### config.mk
export PLATFORM = sky130hd
export DESIGN_NAME = nrdiv_seq_flat
export DESIGN_NICKNAME = d
export VERILOG_FILES = /design/src/rtl/arith_pkg.sv /design/src/rtl/nrdiv_seq_if.sv /design/src/rtl/nrdiv_addsub.sv /design/src/rtl/nrdiv_seq.sv /design/src/flat_wrapper.sv
export SDC_FILE = /design/constraint.sdc
export NUM_CORES = 1
export LEC_CHECK = 0
export CELL_PAD_IN_SITES_DETAIL_PLACEMENT = 0
export CELL_PAD_IN_SITES_GLOBAL_PLACEMENT = 1
export CORE_ASPECT_RATIO = 0.9
export CORE_MARGIN = 3
export CORE_UTILIZATION = 45
export CTS_CLUSTER_DIAMETER = 40
export CTS_CLUSTER_SIZE = 20
export DETAILED_ROUTE_END_ITERATION = 10
export HOLD_SLACK_MARGIN = 0.08
export PLACE_DENSITY_LB_ADDON = 0.1
export SLEW_MARGIN = 0
export SYNTH_ARGS = -nofsm -noshare
export SYNTH_HDL_FRONTEND = slang
export SYNTH_SLANG_ARGS = --single-unit
### constraint.sdc
create_clock -name clk -period 7.7 [get_ports clk]
set_input_delay 0.77 -clock clk [delete_from_list [all_inputs] [get_ports clk]]
set_output_delay 0.77 -clock clk [all_outputs]
set_load 0.05 [all_outputs]
### src/rtl/arith_pkg.sv
// Shared arithmetic definitions for the sequential non-restoring divider:
// FSM encoding, add/sub mode codes and counter sizing.
package arith_pkg;

    localparam int DEF_N = 8;
    localparam int CNT_W = $clog2(DEF_N);

    typedef logic [1:0] state_t;
    localparam state_t S_IDLE = 2'd0;
    localparam state_t S_ITER = 2'd1;
    localparam state_t S_FIX  = 2'd2;
    localparam state_t S_DONE = 2'd3;

    localparam logic MODE_ADD = 1'b0;
    localparam logic MODE_SUB = 1'b1;

    // Iteration counter width for an n-bit divider, never narrower than one bit.
    function automatic int cnt_width(input int n);
        return (n > 1) ? $clog2(n) : 1;
    endfunction

endpackage

### src/rtl/nrdiv_seq_if.sv
// Start/done handshake and operand/result bundle of the sequential divider.
// Handshake: start is sampled only while busy=0; done pulses for one cycle and results hold until the next accepted start.
interface nrdiv_seq_if
    import arith_pkg::*;
#(
    parameter int N = 8
);
    logic         start;
    logic [N-1:0] dividend;
    logic [N-1:0] divisor;
    logic         busy;
    logic         done;
    logic [N-1:0] quotient;
    logic [N-1:0] remainder;
    logic         div_by_zero;
    state_t       dbg_state;

    modport master (
        output start, dividend, divisor,
        input  busy, done, quotient, remainder, div_by_zero, dbg_state
    );

    modport slave (
        input  start, dividend, divisor,
        output busy, done, quotient, remainder, div_by_zero, dbg_state
    );
endinterface

### src/rtl/nrdiv_addsub.sv
// Combinational W-bit adder/subtractor: y = a + (b XOR {W{m}}) + m, so m=1 subtracts.
module nrdiv_addsub #(
    parameter int W = 9
) (
    input  logic [W-1:0] a,
    input  logic [W-1:0] b,
    input  logic         m,
    output logic [W-1:0] y
);
    assign y = a + (b ^ {W{m}}) + {{(W-1){1'b0}}, m};
endmodule

### src/rtl/nrdiv_seq.sv
// Sequential non-restoring divider, one add/sub step per clock.
// Define NRDIV_SIGNED_EN for two's-complement operands (truncating division).
module nrdiv_seq
    import arith_pkg::*;
#(
    parameter int N = DEF_N
) (
    input  logic         clk,
    input  logic         rst_n,
    nrdiv_seq_if.slave   bus
);
    localparam int CW = cnt_width(N);

    state_t        state;
    logic [N:0]    p;
    logic [N-1:0]  q;
    logic [N-1:0]  d;
    logic [CW-1:0] count;
    logic          zero_div;
    logic          busy_r;
    logic          done_r;
    logic [N-1:0]  quo_r;
    logic [N-1:0]  rem_r;
    logic          dbz_r;

    logic [N:0]    p_shift;
    logic [N:0]    d_ext;
    logic [N:0]    add_a;
    logic [N:0]    sum;
    logic [N:0]    p_fix;
    logic          mode;
    logic [N-1:0]  dvd_mag;
    logic [N-1:0]  dvs_mag;
    logic [N-1:0]  quo_fix;
    logic [N-1:0]  rem_fix;

`ifdef NRDIV_SIGNED_EN
    logic sign_n;
    logic sign_d;

    assign dvd_mag = bus.dividend[N-1] ? ('0 - bus.dividend) : bus.dividend;
    assign dvs_mag = bus.divisor[N-1]  ? ('0 - bus.divisor)  : bus.divisor;
    assign quo_fix = (sign_n ^ sign_d) ? ('0 - q) : q;
    assign rem_fix = sign_n ? ('0 - p_fix[N-1:0]) : p_fix[N-1:0];
`else
    assign dvd_mag = bus.dividend;
    assign dvs_mag = bus.divisor;
    assign quo_fix = q;
    assign rem_fix = p_fix[N-1:0];
`endif

    // The single adder serves both the per-bit step (ITER) and the final
    // remainder correction (FIX).
    always_comb begin
        p_shift = {p[N-1:0], q[N-1]};
        d_ext   = {1'b0, d};
        add_a   = p_shift;
        mode    = p[N] ? MODE_ADD : MODE_SUB;
        if (state == S_FIX) begin
            add_a = p;
            mode  = MODE_ADD;
        end
    end

    nrdiv_addsub #(.W(N + 1)) u_addsub (
        .a (add_a),
        .b (d_ext),
        .m (mode),
        .y (sum)
    );

    assign p_fix = p[N] ? sum : p;

    always_ff @(posedge clk) begin
        if (!rst_n) begin
            state    <= S_IDLE;
            p        <= '0;
            q        <= '0;
            d        <= '0;
            count    <= '0;
            zero_div <= 1'b0;
            busy_r   <= 1'b0;
            done_r   <= 1'b0;
            quo_r    <= '0;
            rem_r    <= '0;
            dbz_r    <= 1'b0;
`ifdef NRDIV_SIGNED_EN
            sign_n   <= 1'b0;
            sign_d   <= 1'b0;
`endif
        end else begin
            done_r <= 1'b0;
            case (state)
                S_IDLE: begin
                    // A start coinciding with the done pulse is not taken.
                    if (bus.start && !done_r) begin
                        busy_r <= 1'b1;
                        p      <= '0;
                        d      <= dvs_mag;
                        count  <= CW'(N - 1);
`ifdef NRDIV_SIGNED_EN
                        sign_n <= bus.dividend[N-1];
                        sign_d <= bus.divisor[N-1];
`endif
                        // Divide-by-zero passes through FIX untouched so its
                        // latency is two cycles; q keeps the raw dividend.
                        if (bus.divisor == '0) begin
                            zero_div <= 1'b1;
                            q        <= bus.dividend;
                            state    <= S_FIX;
                        end else begin
                            zero_div <= 1'b0;
                            q        <= dvd_mag;
                            state    <= S_ITER;
                        end
                    end
                end
                S_ITER: begin
                    p <= sum;
                    q <= {q[N-2:0], ~sum[N]};
                    if (count == '0) state <= S_FIX;
                    else             count <= count - 1'b1;
                end
                S_FIX: begin
                    if (!zero_div) begin
                        p     <= p_fix;
                        quo_r <= quo_fix;
                        rem_r <= rem_fix;
                    end
                    state <= S_DONE;
                end
                S_DONE: begin
                    done_r <= 1'b1;
                    busy_r <= 1'b0;
                    dbz_r  <= zero_div;
                    if (zero_div) begin
                        quo_r <= '1;
                        rem_r <= q;
                    end
                    state <= S_IDLE;
                end
                default: state <= S_IDLE;
            endcase
        end
    end

    assign bus.busy        = busy_r;
    assign bus.done        = done_r;
    assign bus.quotient    = quo_r;
    assign bus.remainder   = rem_r;
    assign bus.div_by_zero = dbz_r;
    assign bus.dbg_state   = state;

endmodule
### src/flat_wrapper.sv
// flat-port wrapper written by rule: the top's interface ports become plain ports
module nrdiv_seq_flat import arith_pkg::*;
#(
    parameter int N = DEF_N
)
  (clk, rst_n, bus_start, bus_dividend, bus_divisor, bus_busy, bus_done, bus_quotient, bus_remainder, bus_div_by_zero, bus_dbg_state);
  nrdiv_seq_if #(.N(N)) bus_i ();
  input  logic clk;
  input  logic rst_n;
  input wire logic [$bits(bus_i.start)-1:0] bus_start;
  input wire logic [$bits(bus_i.dividend)-1:0] bus_dividend;
  input wire logic [$bits(bus_i.divisor)-1:0] bus_divisor;
  output wire logic [$bits(bus_i.busy)-1:0] bus_busy;
  output wire logic [$bits(bus_i.done)-1:0] bus_done;
  output wire logic [$bits(bus_i.quotient)-1:0] bus_quotient;
  output wire logic [$bits(bus_i.remainder)-1:0] bus_remainder;
  output wire logic [$bits(bus_i.div_by_zero)-1:0] bus_div_by_zero;
  output wire logic [$bits(bus_i.dbg_state)-1:0] bus_dbg_state;
  assign bus_i.start = bus_start;
  assign bus_i.dividend = bus_dividend;
  assign bus_i.divisor = bus_divisor;
  assign bus_busy = bus_i.busy;
  assign bus_done = bus_i.done;
  assign bus_quotient = bus_i.quotient;
  assign bus_remainder = bus_i.remainder;
  assign bus_div_by_zero = bus_i.div_by_zero;
  assign bus_dbg_state = bus_i.dbg_state;
  nrdiv_seq #(.N(N)) u_core (.clk(clk), .rst_n(rst_n), .bus(bus_i));
endmodule
==> impl.org, run 1 <==
** Critical path
- The worst setup path is captured at a flop.
- Critical path required time :: 7.92 ns
- STA classifies the critical path startpoint as a flop.
- CP Max Fanout :: 26
- Cell count of the worst reg-to-reg path :: 13
- The worst setup path is of the reg -> reg kind.
- Arr. time, crit path :: 3.69 ns

** Timing
- Setup violations remaining at the end of the flow were counted as 0.
- For this run, the top clock speed supported by timing is 288 MHz.
- RSZ-0062 raised after global routing :: false
- Measured against its own limit, the worst slew margin works out to 37.3%.
- The hold violation total from the final report was 0.
- Worst setup margin :: 4.23 ns
- Final max-slew violation count :: 0
- The final critical path takes up 45.1% of the cycle.
- Setup total negative slack on the finished layout was measured at 0 ns.
- Time the final worst path needs with I/O delays and setup :: 3.47 ns
- Measured slew at the worst slew-check pin :: 0.941 ns
- Between clock sinks in the finished design, the worst skew comes to 0.00940 ns.

** CTS
- Clock buffers created by TritonCTS :: 5
- Number of hold buffers added after cts :: 0
- Post-CTS Repair Setup Buffers :: 0
- TritonCTS clock tree :: done
- The clock reaches the later pin of the worst-skew pair after 0.31 ns.
- Number of H-tree levels :: 2
- The number of gates resized after CTS was 0.
- Bufs on Longest Clock Path :: 2
- Clock root buffer :: clkbuf_8
- Clock transition time at the flip-flop clock pins of the worst setup and hold paths :: 0.10 ns
- CTS Sinks :: 50

** Power and ir drop
- VDD sags by at most 0.230 mV.
- Net switching is 46.9% of the power.
- The clock network burns 13.7% of the power.
- Part of the power in combinational logic :: 59.5%
- For this design the static power due to leakage is 1.32 nW.
- Switching power total :: 658 uW
- In this run the power density over the cells is 396 nW/um^2.
- Int Pwr :: 744 uW
- Portion of total power attributed to sequential cells :: 26.8%

** Layout
- Once layout is complete, the utilization of the core stands at 56.3%.
- Commonest cells after routing, fill and taps aside :: 50 x dfxtp_1, 39 x clkdlybuf4s50_1, 38 x nor2_1
- Post-layout net count :: 416
- Share of cells above drive strength 1 :: 6.77%
- Final standard cell area without fillers :: 3540 sq um
- Leading cell type in the layout, fill and taps excluded :: dfxtp_1
- From synthesis to final layout, the design area changed by 17.8%.
- After filler insertion, the fill cell instance count of the layout stands at 597.
- Post-route insts no fill :: 471
- Number of antenna repair diodes :: 0

** Global route
- GR Util All Layers :: 20.8%
- The first global-routing pass estimated 12.7 mm of wire.
- Remaining global-route overflow :: 0
- Antenna violations before repair :: 0
- Number of global-route vias before repair :: 2436
- Pin count of the biggest net entering global routing :: 36

** Yosys
- After synthesis, the netlist uses 53 different library cells.
- Dividing the synthesized area by the synthesized cell count gives 8.38 sq um.
- Counting every instance in the synthesized netlist gives 358.
- Sequential cells were found to cover 33.3% of the synthesized design area.
- Synthesis inferred 50 register bits.
- Async S/R FF share, synth :: 0%
- Synth Net Count :: 391
- After synthesis the cells add up to 3000 sq um.
- The share of synthesized area in the top cell type comes to 33.3%.
- Ranked by total cell area, the synthesized netlist is headed by dfxtp_1 33%, mux2i_1 7.3%, ha_1 5.4%, a21oi_1 5.2%, nor2_1 4.8%.
- The Yosys step of the flow raised 0 warnings.
- The largest total area in the synthesized netlist belongs to dfxtp_1.
- For this run, the leading register cell type out of synthesis is dfxtp_1.
- Counting flops with a built-in enable in the synthesized netlist gives 0.

** Worst hold path
- Counting instances, the worst hold path has a depth of 2.
- Hold Path Class :: reg -> reg

** Place
- Including well taps, the total number of placed cells is 463.
- Total placed instance area :: 3420 sq um
- GP Congestion :: 0.899
- Detailed placement ended at an HPWL of 5.78 mm.
- Port buffer count :: 39
- Timing analysis after detailed placement gives a worst setup slack of 4.26 ns.

** Die
- Cell Rows :: 27
- Once the floorplan was initialized, standard cells occupied 47.8% of the core.
- The floorplan step defined a die boundary enclosing 7690 sq um.
- Area of the placeable core :: 6280 sq um
- Die Width :: 92.1 um
- The die is 83.5 um tall.
- Count of pins on the block boundary :: 40

** Routing
- In the routed design, unresolved DRC markers number 0.
- Via density per instance :: 5.78
- The first TritonRoute pass finished after 6 iterations.
- After detailed routing, the average wire length per cell comes to 16.9 um.
- The first routing iteration left 187 violations.
- Remaining antenna violation count after routing :: 0
- Detailed routing inserted a total of 2723 vias.
- The routed design has 7.96 mm of wire.

** Outcome
- Outcome :: finished clean

** Run
- Number of maximum-capacitance constraint violations :: 0
==> per-stage QoR <==
| stage | power, mW | hold WS (ns) |
|---|---|---|
| after floorplan | 1.01 | 0.456 |
| after global placement | 1.20 | 0.460 |
| after detailed placement | 1.21 | 0.454 |
| after CTS | 1.40 | 0.472 |
| after global routing | 1.50 | 0.505 |
| final | 1.40 | 0.470 |
==> cell usage after synthesis (2+ instances only) <==
| library cell | instances |
|---|---|
| o21a_1 | 5 |
| a221oi_1 | 2 |
| dfxtp_1 | 50 |
| nor3_1 | 6 |
| o211ai_1 | 4 |
| and2_1 | 7 |
| ha_1 | 13 |
| a21oi_1 | 31 |
| mux2_2 | 9 |
| o31ai_1 | 2 |
| buf_1 | 4 |
| buf_2 | 2 |
| o21ai_1 | 2 |
| a31oi_1 | 5 |
| a211oi_1 | 12 |
| a211o_1 | 3 |
| o21ai_0 | 23 |
| nand4_1 | 3 |
| xnor2_1 | 4 |
| nand2b_1 | 7 |
| or4_1 | 2 |
| inv_1 | 11 |
| a22oi_1 | 9 |
| xor2_1 | 9 |
| nor2_1 | 38 |
| clkbuf_1 | 17 |
| nor2b_1 | 3 |
| nand2_1 | 21 |
| nand3_1 | 7 |
| a21o_1 | 2 |
| mux2i_1 | 22 |
| nor2_2 | 2 |
==> registers in the layout (all words and copies together), names as in the netlist <==
register                cells
u_core.bus.remainder        8
u_core.bus.done             1
u_core.p                    9
u_core.bus.busy             1
u_core.count                3
u_core.d                    8
u_core.q                    8
u_core.bus.quotient         8
u_core.bus.div_by_zero      1
u_core.zero_div             1
u_core.bus.dbg_state        2
==> power by group through the flow <==
stage,registers [mW],clock network [mW],logic (mW)
after floorplan,0.418,0,0.587
after global placement,0.380,0,0.823
after detailed placement,0.381,0,0.828
after CTS,0.375,0.196,0.831
after global routing,0.385,0.208,0.908
final,0.376,0.192,0.834
==> metal layers <==
layer  up-vias  routed length [um]  global-route usage [%]  share of wire, %
li1       1337                   -                       -                 -
met1      1278                3910                    30.4                49
met2        95                3380                    30.2                43
met3        13                 500                    4.51               6.3
met4         0                 161                    6.88               2.0
met5         -                   0                       0                 0
==> cell families (layout without fill, tap and decap cells) <==
| kind of cell | after synthesis | after routing | synth area share, % |
|---|---|---|---|
| DFF | 50 | 50 | 33.3 |
| muxes | 32 | 32 | 11.2 |
| buffers and inverters | 36 | 62 | 4.84 |
| adders and majority gates | 14 | 14 | 6.09 |
| xor gates and xnor gates | 14 | 14 | 4.59 |
| AOI/OAI and AO/OA | 110 | 110 | 23.8 |
| and+or+nand+nor | 102 | 102 | 16.1 |
==> critical path, cell delays in order, from the launching register on <==
cell     delay (ns)
dfxtp_1        0.40
inv_1          0.08
ha_1           0.19
buf_4          0.22
nor2_1         0.60
xor2_1         0.26
inv_1          0.09
fa_1           0.46
nor2b_1        0.16
o31a_1         0.22
o21ai_1        0.19
xnor2_1        0.18
nor2_1         0.07
o32ai_1        0.26
==> final timing paths <==
check,startpoint,end,slack [ns]
setup / recovery,u_core.bus.dbg_state[0],u_core.p[8],4.23
hold / removal,u_core.bus.remainder[2],u_core.bus.remainder[2],0.47
setup reg to reg,u_core.bus.dbg_state[0],u_core.p[8],4.23
hold reg to reg,u_core.bus.remainder[2],u_core.bus.remainder[2],0.47
==> cell type report <==
cell class	count	area, sq um	area share (%)
multi-input combinational	272	1860	52.5
sequential	50	1000	28.3
timing repair buffer	42	413	11.7
tap	87	109	3.08
clock buffer	5	68.8	1.95
clock inverter	3	45.0	1.27
inverter	12	45.0	1.27
(Power assumes the default switching activity.)
==> inputs of run 2 (changes only) <==
- CORE_UTILIZATION: 45 -> 41
- clock period: 7.7 -> 3.3 ns (I/O delays scaled with it)
==> impl.org, run 2 (synthesized netlist as in run 1, its figures left out) <==
** Outcome
- The flow ran to the end, and the final reports show no timing, DRC or antenna violations.

** Layout
- Register cell area after layout :: 1000 sq um
- Measured on the finished design, the core utilization comes to 52.4%.
- More flip-flops sit in one register than any other, and that register is u_core.p.
- 0 antenna diodes ended up in the layout.
- In the final layout, the share of cells above drive strength 1 is 9.46%.
- Post-layout net count :: 423
- The register with the most flip-flops in the layout has 9 of them.
- Area occupied by multi-input gates :: 1860 sq um
- Number of filler instances in the final layout :: 677
- Layout area overhead :: 19.2%
- Leading cell type in the layout, fill and taps excluded :: dfxtp_1
- In the layout the commonest cells are 48 x dfxtp_1, 39 x clkdlybuf4s50_1, 37 x nor2_1.
- Excluding fillers, the count of instances in the completed layout stands at 481.

** Timing
- Time the final worst path needs with I/O delays and setup :: 3.04 ns
- Total Negative Setup Slacks :: 0 ns
- Tightest slew margin relative to the limit :: 62.1%
- Setup violations remaining at the end of the flow were counted as 0.
- Worst setup margin :: 0.257 ns
- Setup repair after global routing left no endpoint under its margin.
- Upper clock frequency limit :: 329 MHz
- The hold violation total from the final report came to 0.
- Measured slew at the worst slew-check pin :: 0.568 ns
- After layout, the worst path uses 92.2% of the clock period.
- Clock Skews :: 0.00864 ns
- Final max-slew violation count :: 0

** Place
- DP HPWL :: 6.07 mm
- GP Congestion :: 0.883
- Inst Count DP :: 473
- During placement, the flow inserted port buffers numbering 39.
- Worst slack at placement :: 0.288 ns

** Critical path
- Setup crit end kind :: flop
- Along the worst path, the maximum fanout reaches 7.
- Capturing element of the worst setup path :: u_core.bus.remainder[6]
- The critical path is of the reg -> reg type.
- At the worst endpoint, the required time is 3.54 ns.
- Cell count of the worst reg-to-reg path :: 12
- In this run the critical register-to-register path is launched from u_core.bus.dbg_state[0].
- Arr. time, crit path :: 3.28 ns
- Tracing the worst setup path back leads to its startpoint at u_core.bus.dbg_state[0].
- For flop-to-flop paths, the worst setup slack is 0.26 ns.
- STA classifies the critical path startpoint as a flop.
- Endpoint of the lowest-slack register-to-register path :: u_core.bus.remainder[6]

** Global route
- Number of global-route vias before repair :: 2488
- Antenna violations before repair :: 0
- GR Util All Layers :: 20.6%
- Global routing finished with a remaining overflow of 0.
- Pin count of the biggest net entering global routing :: 36
- First-pass GRT wire length :: 13.1 mm

** CTS
- For this design, the CTS-stage hold fixing added 0 buffers.
- Buffers added to address setup during post-CTS repair amount to 0.
- CTS resizes :: 0
- CTS Sinks :: 50
- Number of H-tree levels :: 2
- Clock root buffer :: clkbuf_8
- No sink is reached through more buffers than the 2 on the longest clock path.
- Worst skew pair latency :: 0.31 ns
- TritonCTS built the clock tree.
- Clock buffers created by TritonCTS :: 5
- Clock transition time at the flip-flop clock pins of the worst setup and hold paths :: 0.10 ns

** Die
- Vertical extent of the die :: 87.2 um
- Die area :: 8380 sq um
- Area of the placeable core :: 6830 sq um
- Row generation in the floorplan step produced 28 rows.
- Once the floorplan was initialized, standard cells occupied 43.9% of the core.
- Count of pins on the block boundary :: 40
- In this run the horizontal extent of the chip is 96.2 um.

** Routing
- Dividing the detail-routed via count by the number of cells gives 5.56.
- For this run, the detailed router's first-pass iteration total came to 4.
- Remaining antenna violation count after routing :: 0
- Wirelength per Cell :: 17.2 um
- In the routed design, unresolved DRC markers number 0.
- Overall routed net length :: 8.25 mm
- Detailed-route via count :: 2676
- For this block, the initial DRC count from the detailed router was 224.

** Run
- Number of maximum-capacitance constraint violations :: 0

** Power and ir drop
- Peak supply drop :: 0.357 mV
- Power density over the cells :: 909 nW/um^2
- For this design the static power due to leakage is 1.35 nW.

** Worst hold path
- Hold Path Class :: reg -> reg
run 2: layout make-up:
cell class | count | share of cell area [%]
Multi-Input combinational cell | 272 | 52.0
Tap cell | 90 | 3.15
Clock inverter | 3 | 0.594
Inverter | 12 | 1.26
Timing Repair Buffer | 49 | 13.0
Clock buffer | 5 | 1.92
Sequential cell | 50 | 28.0
run 2: how the worst min path moves through the flow:
stage / from / end / slack [ns] / depth (start not counted)
final: u_core.bus.remainder[4] / u_core.bus.remainder[4] / 0.48 / 2
after global routing: u_core.bus.remainder[2] / u_core.bus.remainder[2] / 0.52 / 2
after CTS: u_core.bus.remainder[2] / u_core.bus.remainder[2] / 0.48 / 2
after detailed placement: u_core.bus.remainder[2] / u_core.bus.remainder[2] / 0.46 / 2
after global placement: u_core.bus.remainder[2] / u_core.bus.remainder[2] / 0.46 / 2
after floorplan: u_core.count[1] / u_core.count[1] / 0.46 / 2
run 2: report_power, final:
group | internal (mW) | leakage, nW | total (mW) | switching, mW
clock | 0.150 | 0.0441 | 0.375 | 0.225
combinational | 0.811 | 0.897 | 2.00 | 1.19
sequential | 0.735 | 0.409 | 0.875 | 0.139
total | 1.70 | 1.35 | 3.25 | 1.56
run 2: per-layer routing:
| layer | share of wire (%) | routed length, um | GRT usage (%) |
|---|---|---|---|
| met1 | 50 | 4120 | 32.2 |
| met2 | 42 | 3510 | 29.4 |
| met3 | 7.1 | 582 | 3.63 |
| met4 | 0.55 | 45 | 3.49 |
| met5 | 0 | 0 | 0 |
run 2: critical path, stage by stage, from the launching register on:
cell and delay, ns:
dfxtp_2 0.38, inv_1 0.07, ha_1 0.30, nor2_2 0.31
buf_4 0.20, xor2_1 0.15, ha_1 0.33, o21a_1 0.22
o31a_1 0.15, o21ai_0 0.28, mux2i_1 0.30, o211ai_1 0.13
a21oi_1 0.16
run 2: through the flow:
stage	instance area (sq um)	hold slack, ns	power, mW
6_report	3580	0.483	3.25
5_1_grt	3580	0.519	3.50
4_1_cts	3580	0.485	3.25
3_5_place_dp	3490	0.461	2.87
3_3_place_gp	3490	0.463	2.86
2_1_floorplan	3010	0.456	2.36
